`src/rtl/reg_writeback_pkg.sv`:
```
// Shared register-file types plus the write-back FIFO entry and default sizing.
package reg_writeback_pkg;

  typedef logic        Bit_t;
  typedef logic [4:0]  Reg_addr_t;
  typedef logic [31:0] Reg_data_t;

  localparam Reg_addr_t REG_ZERO  = 5'd0;
  localparam Reg_data_t ZERO_WORD = 32'd0;

  typedef struct packed {
    Reg_addr_t addr;
    Reg_data_t data;
  } Wb_entry_t;

  localparam int WB_FIFO_DEPTH   = 4;
  localparam int WB_STARVE_LIMIT = 8;

  // r0 is hardwired, so it never matches anything for hazard purposes
  function automatic Bit_t addr_hit(Reg_addr_t query, Reg_addr_t addr);
    return (query == addr) && (query != REG_ZERO);
  endfunction

endpackage

```
`src/rtl/reg_writeback_wb_fifo.sv`:
```
// Circular buffer holding mul/div results waiting for a free write slot.
// Every slot's address and valid bit are exported for the pending lookup.
module wb_fifo
  import reg_writeback_pkg::*;
#(
  parameter  int DEPTH = WB_FIFO_DEPTH,
  localparam int PTR_W = $clog2(DEPTH),
  localparam int CNT_W = PTR_W + 1
) (
  input  logic             clk,
  input  logic             rst,
  input  logic             push,
  input  Wb_entry_t        push_entry,
  input  logic             pop,
  output Wb_entry_t        head,
  output logic [CNT_W-1:0] count,
  output logic             full,
  output logic             empty,
  output Reg_addr_t        entry_addr [DEPTH],
  output logic [DEPTH-1:0] entry_valid
);

  Wb_entry_t        mem [DEPTH];
  logic [PTR_W-1:0] wr_ptr;
  logic [PTR_W-1:0] rd_ptr;
  logic [CNT_W-1:0] count_q;

  // pointer and occupancy bookkeeping; pointers wrap naturally at DEPTH
  always_ff @(posedge clk or negedge rst) begin
    if (!rst) begin
      wr_ptr  <= '0;
      rd_ptr  <= '0;
      count_q <= '0;
    end else begin
      if (push) wr_ptr <= wr_ptr + PTR_W'(1);
      if (pop)  rd_ptr <= rd_ptr + PTR_W'(1);
      case ({push, pop})
        2'b10:   count_q <= count_q + CNT_W'(1);
        2'b01:   count_q <= count_q - CNT_W'(1);
        default: count_q <= count_q;
      endcase
    end
  end

  // storage needs no reset: validity comes from the pointers and count alone
  always_ff @(posedge clk) begin
    if (push) mem[wr_ptr] <= push_entry;
  end

  // a slot is live when its distance from the read pointer is below the count
  always_comb begin
    logic [PTR_W-1:0] offset;
    offset      = '0;
    entry_valid = '0;
    for (int i = 0; i < DEPTH; i++) begin
      offset         = PTR_W'(i) - rd_ptr;
      entry_valid[i] = ({1'b0, offset} < count_q);
      entry_addr[i]  = mem[i].addr;
    end
  end

  assign head  = mem[rd_ptr];
  assign count = count_q;
  assign full  = (count_q == CNT_W'(DEPTH));
  assign empty = (count_q == '0);

endmodule

```
`src/rtl/reg_writeback.sv`:
```
// Register-file write port arbiter: ALU results always win, buffered mul/div
// results fill idle slots, and a starvation counter asks for a bubble.
module reg_writeback
  import reg_writeback_pkg::*;
#(
  parameter int DEPTH        = WB_FIFO_DEPTH,
  parameter int STARVE_LIMIT = WB_STARVE_LIMIT
) (
  input  logic      clk,
  input  logic      rst,
  input  logic      alu_valid,
  input  Reg_addr_t alu_addr,
  input  Reg_data_t alu_data,
  input  logic      md_valid,
  output logic      md_ready,
  input  Reg_addr_t md_addr,
  input  Reg_data_t md_data,
  output logic      write_enable,
  output Reg_addr_t write_addr,
  output Reg_data_t write_data,
  input  Reg_addr_t query_addr_1,
  input  Reg_addr_t query_addr_2,
  output logic      pending_1,
  output logic      pending_2,
  output logic      stall_req
);

  localparam int CNT_W = $clog2(DEPTH) + 1;
  localparam int STV_W = $clog2(STARVE_LIMIT + 1);

  Wb_entry_t        fifo_head;
  logic [CNT_W-1:0] fifo_count;
  logic             fifo_full;
  logic             fifo_empty;
  Reg_addr_t        fifo_addr [DEPTH];
  logic [DEPTH-1:0] fifo_valid;

  logic             alu_take;
  logic             fifo_push;
  logic             fifo_pop;
  logic [STV_W-1:0] starve_cnt;
  logic [STV_W-1:0] starve_next;

  // ready depends only on registered occupancy, so a same-cycle pop never helps
  assign md_ready  = (fifo_count < CNT_W'(DEPTH));
  assign alu_take  = alu_valid && (alu_addr != REG_ZERO);
  // r0 results complete the handshake but are simply dropped
  assign fifo_push = md_valid && !fifo_full && (md_addr != REG_ZERO);
  assign fifo_pop  = !alu_take && !fifo_empty;

  wb_fifo #(.DEPTH(DEPTH)) u_fifo (
    .clk         (clk),
    .rst         (rst),
    .push        (fifo_push),
    .push_entry  ('{addr: md_addr, data: md_data}),
    .pop         (fifo_pop),
    .head        (fifo_head),
    .count       (fifo_count),
    .full        (fifo_full),
    .empty       (fifo_empty),
    .entry_addr  (fifo_addr),
    .entry_valid (fifo_valid)
  );

  // registered write port: ALU first, then FIFO head, otherwise hold addr/data
  always_ff @(posedge clk or negedge rst) begin
    if (!rst) begin
      write_enable <= 1'b0;
      write_addr   <= REG_ZERO;
      write_data   <= ZERO_WORD;
    end else if (alu_take) begin
      write_enable <= 1'b1;
      write_addr   <= alu_addr;
      write_data   <= alu_data;
    end else if (fifo_pop) begin
      write_enable <= 1'b1;
      write_addr   <= fifo_head.addr;
      write_data   <= fifo_head.data;
    end else begin
      write_enable <= 1'b0;
    end
  end

  // count cycles the head is blocked by ALU writes, saturating at the limit
  always_comb begin
    starve_next = starve_cnt;
    if (fifo_empty || fifo_pop) begin
      starve_next = '0;
    end else if (alu_take && (starve_cnt != STV_W'(STARVE_LIMIT))) begin
      starve_next = starve_cnt + STV_W'(1);
    end
  end

  // stall_req mirrors the saturated state of the registered counter
  always_ff @(posedge clk or negedge rst) begin
    if (!rst) begin
      starve_cnt <= '0;
      stall_req  <= 1'b0;
    end else begin
      starve_cnt <= starve_next;
      stall_req  <= (starve_next == STV_W'(STARVE_LIMIT));
    end
  end

  // a source is pending while its result is buffered or being written now
  always_comb begin
    pending_1 = write_enable && addr_hit(query_addr_1, write_addr);
    pending_2 = write_enable && addr_hit(query_addr_2, write_addr);
    for (int i = 0; i < DEPTH; i++) begin
      if (fifo_valid[i] && addr_hit(query_addr_1, fifo_addr[i])) pending_1 = 1'b1;
      if (fifo_valid[i] && addr_hit(query_addr_2, fifo_addr[i])) pending_2 = 1'b1;
    end
  end

endmodule

```
`config.mk`:
```
export PLATFORM = sky130hd
export DESIGN_NAME = reg_writeback
export DESIGN_NICKNAME = d
export VERILOG_FILES = /design/src/rtl/reg_writeback_pkg.sv /design/src/rtl/reg_writeback_wb_fifo.sv /design/src/rtl/reg_writeback.sv
export SDC_FILE = /design/constraint.sdc
export NUM_CORES = 1
export LEC_CHECK = 0
export CORE_ASPECT_RATIO = 2
export CORE_MARGIN = 5
export CORE_UTILIZATION = 58
export DETAILED_ROUTE_END_ITERATION = 12
export PLACE_DENSITY = 0.91
export SLEW_MARGIN = 20
export SYNTH_ARGS = -nofsm -noshare
export SYNTH_HDL_FRONTEND = slang
export SYNTH_SLANG_ARGS = --single-unit
```
`constraint.sdc`:
```
create_clock -name clk -period 6.14 [get_ports clk]
set_input_delay 1.228 -clock clk [delete_from_list [all_inputs] [get_ports clk]]
set_output_delay 1.228 -clock clk [all_outputs]
set_load 0.02 [all_outputs]
```
Word-level counts from Yosys, hierarchy flattened
Memories as Yosys holds them, arrays and structs flattened.
Index checks and enable logic that the tools add are counted.
Word-level totals
  bits of input ports: 88
  logic and storage cells: 93
  flip-flop bits (word level): 50
  output and inout bits: 42
  memories: 1
  bits in writable memories: 148
Cells by class
  reduce and logical (&&, ||, !) cells: 36
  equal/unequal tests: 15
  magnitude comparators: 5
  multiplexer cells: 19
  $add $sub $neg: 9
Memories
  u_fifo.mem: depth 4, width 37, read ports 5, clocked after Yosys merged registers in 0, write ports 1, line reg_writeback_wb_fifo.sv:23  | Wb_entry_t mem [DEPTH];
Operators by type and width (number)
  $mux W32: 2
  $eq A5 B5 Y1: 10
  $logic_and A1 B1 Y1: 25
  $reduce_bool A5 Y1: 4
  $lt A2 B3 Y1: 4
  $mux W1: 12
  $mux W5: 2
  $mux W4: 2
  $pmux W3 S2: 1
  $add A2 B1 Y2 const B: 2
  $add A4 B1 Y4 const B: 1
  $eq A4 B4 Y1 const B: 1
  $ne A4 B4 Y1 const B: 1
  $reduce_bool A2 Y1: 2
  $sub A1 B2 Y2 const A: 2
  $sub A2 B2 Y2 const A: 2
  $add A3 B1 Y3 const B: 1
  $eq A3 B3 Y1 const B: 1
  $logic_not A1 Y1: 3
  $logic_not A3 Y1: 1
  $lt A3 B3 Y1 const B: 1
  $sub A3 B1 Y3 const B: 1
  $eq A2 B1 Y1 const B: 1
  $eq A2 B2 Y1 const B: 1
  $logic_or A1 B1 Y1: 1

Longest topological paths before layout
  word-level depth: 7
  gate-level depth with buffers: 10
  depth with buffers taken out: 10

By module
From an unflattened synthesis, not the netlist that was laid out.
Second synthesis, totals
  cell total of the unflattened synthesis: 550
  area, all modules: 8739.6 sq um
By module, submodules not included
  wb_fifo: instances 1, area each 6047.0 sq um, cells each 268, seq. area each 4619.4 sq um
  reg_writeback: instances 1, area each 2692.6 sq um, cells each 282, seq. area each 1076.0 sq um

Worst setup path before layout
Ideal clock, no wire load.
  path kind: input to output
  start: input query_addr_2[4]
  end: output pending_2
  buffers on the path: 1
  data required time: 4.912 ns
  arrival time: 2.245 ns
  stages on the path: 6
  path slack: 2.667 ns
  cells stage by stage: clkbuf_1 xor2_1 nor4_1 nand3_1 nand4_1 o22a_1
Between the ends
  longest elaborated chain between the ends: 7
  elaborated cells between the ends (all ways): 20
  classes of those cells: 5 x eq/ne; 4 x mux; 11 x reduce/logical
Ends and longest elaborated chain
  start: declaration: line reg_writeback.sv:22  | input Reg_addr_t query_addr_2,
  $eq A5 B5 Y1 / $reduce_bool A5 Y1 (equally long branches): line reg_writeback_pkg.sv:21  | return (query == addr) && (query != REG_ZERO);
  $logic_and A1 B1 Y1: line reg_writeback_pkg.sv:21
  $logic_and A1 B1 Y1 (on tied branches): line reg_writeback.sv:108, reg_writeback.sv:111
  $mux W1 (3 in a row): line reg_writeback.sv:111  | if (fifo_valid[i] && addr_hit(query_addr_2, fifo_addr[i])) pending_2 = 1'b1;
  $mux W1 (*): line reg_writeback.sv:111
  end: declaration: line reg_writeback.sv:24  | output logic pending_2,
Every way passes the cells marked *; elsewhere a longest branch is shown, timed or not.

Final worst setup path
  start: register u_fifo.rd_ptr[1]
  end: output pending_2
Between the ends
  longest elaborated chain between the ends: 7
  elaborated cells between the ends (all ways): 16
  classes of those cells: 4 x add/sub; 4 x order compare; 4 x mux; 4 x reduce/logical
Ends and longest elaborated chain
  start: declaration: line reg_writeback_wb_fifo.sv:25  | logic [PTR_W-1:0] rd_ptr;
  start signal: assignment: line reg_writeback_wb_fifo.sv:36  | if (pop) rd_ptr <= rd_ptr + PTR_W'(1);
  $sub A1 B2 Y2: line reg_writeback_wb_fifo.sv:56  | offset = PTR_W'(i) - rd_ptr;
  $lt A2 B3 Y1: line reg_writeback_wb_fifo.sv:57  | entry_valid[i] = ({1'b0, offset} < count_q);
  $logic_and A1 B1 Y1: line reg_writeback.sv:111
  $mux W1 (3 in a row): line reg_writeback.sv:111
  $mux W1 (*): line reg_writeback.sv:111
Marks and branches as above.

==> results.sh <==
export IMPL_clk_pin_slew_ns=0.08
export IMPL_grt_pass1_vias=5595
export IMPL_cp_required_ns=4.91
export IMPL_grt_remaining_overflow=0
export IMPL_fillCellCount=859
export IMPL_cts_sinks=198
export IMPL_ff2ff_setup_slack_ns=3.59
export IMPL_ys_ff_latch=198
export IMPL_vias=4952
export IMPL_setup_violations=0
export IMPL_status="finished clean"
export IMPL_cts_setup_buffers=0
export IMPL_die_w_um=95.83
export IMPL_cp_max_fo=41
export IMPL_insertion_delay_ns=0.45
export IMPL_drt_total_wl_mm=20.08
export IMPL_netlist_area_leader_share=0.5201
export IMPL_wire_per_inst_um=23.43
export IMPL_yosysWarnings=0
export IMPL_synth_area_mm2=0.008546
export IMPL_seq_area_frac_synth=0.6665
export IMPL_cap_violations=0
export IMPL_power_frac_seq=0.430
export IMPL_cts_tree="built"
export IMPL_synth_area_leaders="edfxtp_1, dfrtp_1, mux4_2"
export IMPL_dp_cells=824
export IMPL_fp_dieH_um=181.7
export IMPL_htreeDepth=4
export IMPL_synthTopCellsByCount="edfxtp_1, dfrtp_1, nand2_1"
export IMPL_fin_crit_sh=0.7973
export IMPL_hold_path_class="flop to flop"
export IMPL_tightest_slew_ns=1.079
export IMPL_net_switching_power_mw=1.630
export IMPL_antenna_found_initial=1
export IMPL_cp_startpoint="u_fifo.rd_ptr[1]$_DFFE_PN0P_"
export IMPL_power_mw=4.777
export IMPL_synth_most_common_cell="edfxtp_1"
export IMPL_power_density_mw_per_mm2=451.0
export IMPL_finalCriticalPeriod_ns=4.895
export IMPL_arrival_ns=3.67
export IMPL_crit_path_end_kind="output port"
export IMPL_cell_internal_pwr_mw=3.146
export IMPL_remaining_drc_errors=0
export IMPL_drt_pass1_iterations=5
export IMPL_pin_count=130
export IMPL_min_from="write_data[12]$_DFFE_PN0P_"
export IMPL_antenna_left=0
export IMPL_synthCells=531
export IMPL_cts_root_buf="clkbuf_16"
export IMPL_synth_async_reset_ratio=0.2525
export IMPL_drtIter0Drc=242
export IMPL_whs_path_depth=2
export IMPL_slew_limit_headroom=0.2805
export IMPL_r2r_start="u_fifo.count[2]$_DFFE_PN0P_"
export IMPL_numPortBuffers=129
export IMPL_place_gp_congestion=0.9229
export IMPL_synth_ff_type="edfxtp_1"
export IMPL_yosysTopAreaCell="edfxtp_1"
export IMPL_wl_met2_mm=11.43
export IMPL_final_cells=857
export IMPL_p_sw_frac=0.3413
export IMPL_cts_made_buffers=17
export IMPL_skew_ns=0.02362
export IMPL_highest_signal_layer="met4"
export IMPL_rsz0062_at_grt="no"
export IMPL_initial_core_util=0.5923
export IMPL_finalSetupTns_ns=0
export IMPL_worstSetupPathType="flop to output port"
export IMPL_core_mm2=0.01443
export IMPL_grt_max_degree=73
export IMPL_hold_violations=0
export IMPL_syn_nets=631
export IMPL_grt_first_pass_wirelength_mm=31.00
export IMPL_pwr_share_comb=0.326
export IMPL_fin_util=0.7340
export IMPL_p_clk_frac=0.244
export IMPL_report_final_slew_viol_count=0
export IMPL_hpwl_mm=13.37
export IMPL_startpoint_type="flop"
export IMPL_cts_hold_buffers=0
export IMPL_clk_path_buf_depth=2
export IMPL_syn_area_per_cell_um2=16.09
export IMPL_die_area_mm2=0.01741
export IMPL_rows=62
export IMPL_drive_gt1_frac=0.1310
export IMPL_synth_cell_type_count=41
export IMPL_fmax_mhz=204.3
export IMPL_hold_path_end="write_data[12]$_DFFE_PN0P_"
export IMPL_wl_met3_um=876
export IMPL_synth_edff_count=148
export IMPL_area_delta_synth_final_pct=23.92
export IMPL_viasPerCell=5.778
export IMPL_peakVddDrop_v=0.0003629
export IMPL_wl_met1_mm=6.598
export IMPL_r2r_end="u_fifo.count[1]$_DFFE_PN0P_"
export IMPL_ctsResizeCount=0
export IMPL_r2r_cells=7
export IMPL_nets=751
export IMPL_grt_use_total=0.2465
export IMPL_p_leak_nw=3.744
==> power by group through the flow <==
stage               sequential, mW  combinational (mW)  clock [mW]
floorplan                     2.04               0.980           0
global placement              2.05                1.50           0
detailed placement            2.08                1.56           0
CTS                           2.06                1.59        1.18
global route                  2.09                1.68        1.24
finish                        2.05                1.56        1.17
==> flip-flops by register name, indices dropped and copies added (netlist names) <==
| name | cells |
|---|---|
| u_fifo.rd_ptr | 2 |
| u_fifo.wr_ptr | 2 |
| write_data | 32 |
| u_fifo.count | 3 |
| write_addr | 5 |
| stall_req | 1 |
| write_enable | 1 |
| u_fifo.mem | 148 |
| starve_cnt | 4 |
==> kinds of logic (layout without fill, tap and decap cells) <==
kind of cell / count (synthesis) / after routing / synth area share
buffers and inverters: 43 / 176 / 0.02562
AO/OA/AOI/OAI: 54 / 54 / 0.03499
other: 0 / 1 / 0
XOR/XNOR: 59 / 59 / 0.06135
adder cells (fa/ha/maj): 12 / 12 / 0.01845
flip-flops: 198 / 198 / 0.6665
multiplexers: 75 / 75 / 0.1422
AND/OR/NAND/NOR: 90 / 90 / 0.05095
==> worst max-delay path by stage <==
stage | slack (ns) | to
after global placement | 1.60 | pending_1
after CTS | 1.20 | pending_2
after floorplan | 2.67 | pending_2
after global routing | 0.97 | pending_2
after detailed placement | 1.57 | pending_1
final | 1.24 | pending_2
==> per-stage QoR <==
step	setup slack (ns)	instance area, um^2	hold slack, ns
after floorplan	2.667	8546	0.5100
after global placement	1.598	9940	0.5420
after detailed placement	1.572	9940	0.5421
after CTS	1.198	10590	0.5715
after global routing	0.9650	10590	0.5922
final	1.245	10590	0.5705
==> routing by layer <==
layer  track usage  vias up
li1              -     2222
met1        0.2584     2467
met5             0        -
met4        0.1499        0
met3       0.04681       72
met2        0.4392      191
==> critical path, stage by stage, from the launching register on <==
cell and delay [ns]:
dfrtp_2 1.08, inv_1 0.10, ha_1 0.33, a21boi_0 0.12, o21ai_0 0.43, nand3_1 0.15, nor4_1 0.21, o22a_1 0.18
clkdlybuf4s50_1 0.60
==> cell type report <==
cell class | count | area [um^2] | share of cell area
Clock inverter | 15 | 222.7 | 0.02103
Clock buffer | 17 | 425.4 | 0.04017
Antenna cell | 1 | 2.502 | 0.0002363
Multi-Input combinational cell | 290 | 2644 | 0.2496
Sequential cell | 198 | 5698 | 0.5380
Inverter | 11 | 41.29 | 0.003899
Timing Repair Buffer | 133 | 1316 | 0.1243
Tap cell | 192 | 240.2 | 0.02268
==> placed cells by master, fill, tap and decap left out, drive strengths merged, types with 3 or more instances in the layout <==
| master | count |
|---|---|
| a21oi | 3 |
| and2 | 4 |
| buf | 5 |
| clkbuf | 17 |
| clkdlybuf4s50 | 128 |
| clkinv | 7 |
| dfrtp | 50 |
| edfxtp | 148 |
| ha | 11 |
| inv | 18 |
| mux2i | 37 |
| mux4 | 37 |
| nand2 | 44 |
| nand2b | 3 |
| nand3 | 5 |
| nand4 | 6 |
| nor2 | 11 |
| nor3 | 8 |
| nor4 | 4 |
| o21ai | 42 |
| or4 | 3 |
| xnor2 | 19 |
| xor2 | 40 |
(Power assumes the default switching activity.)
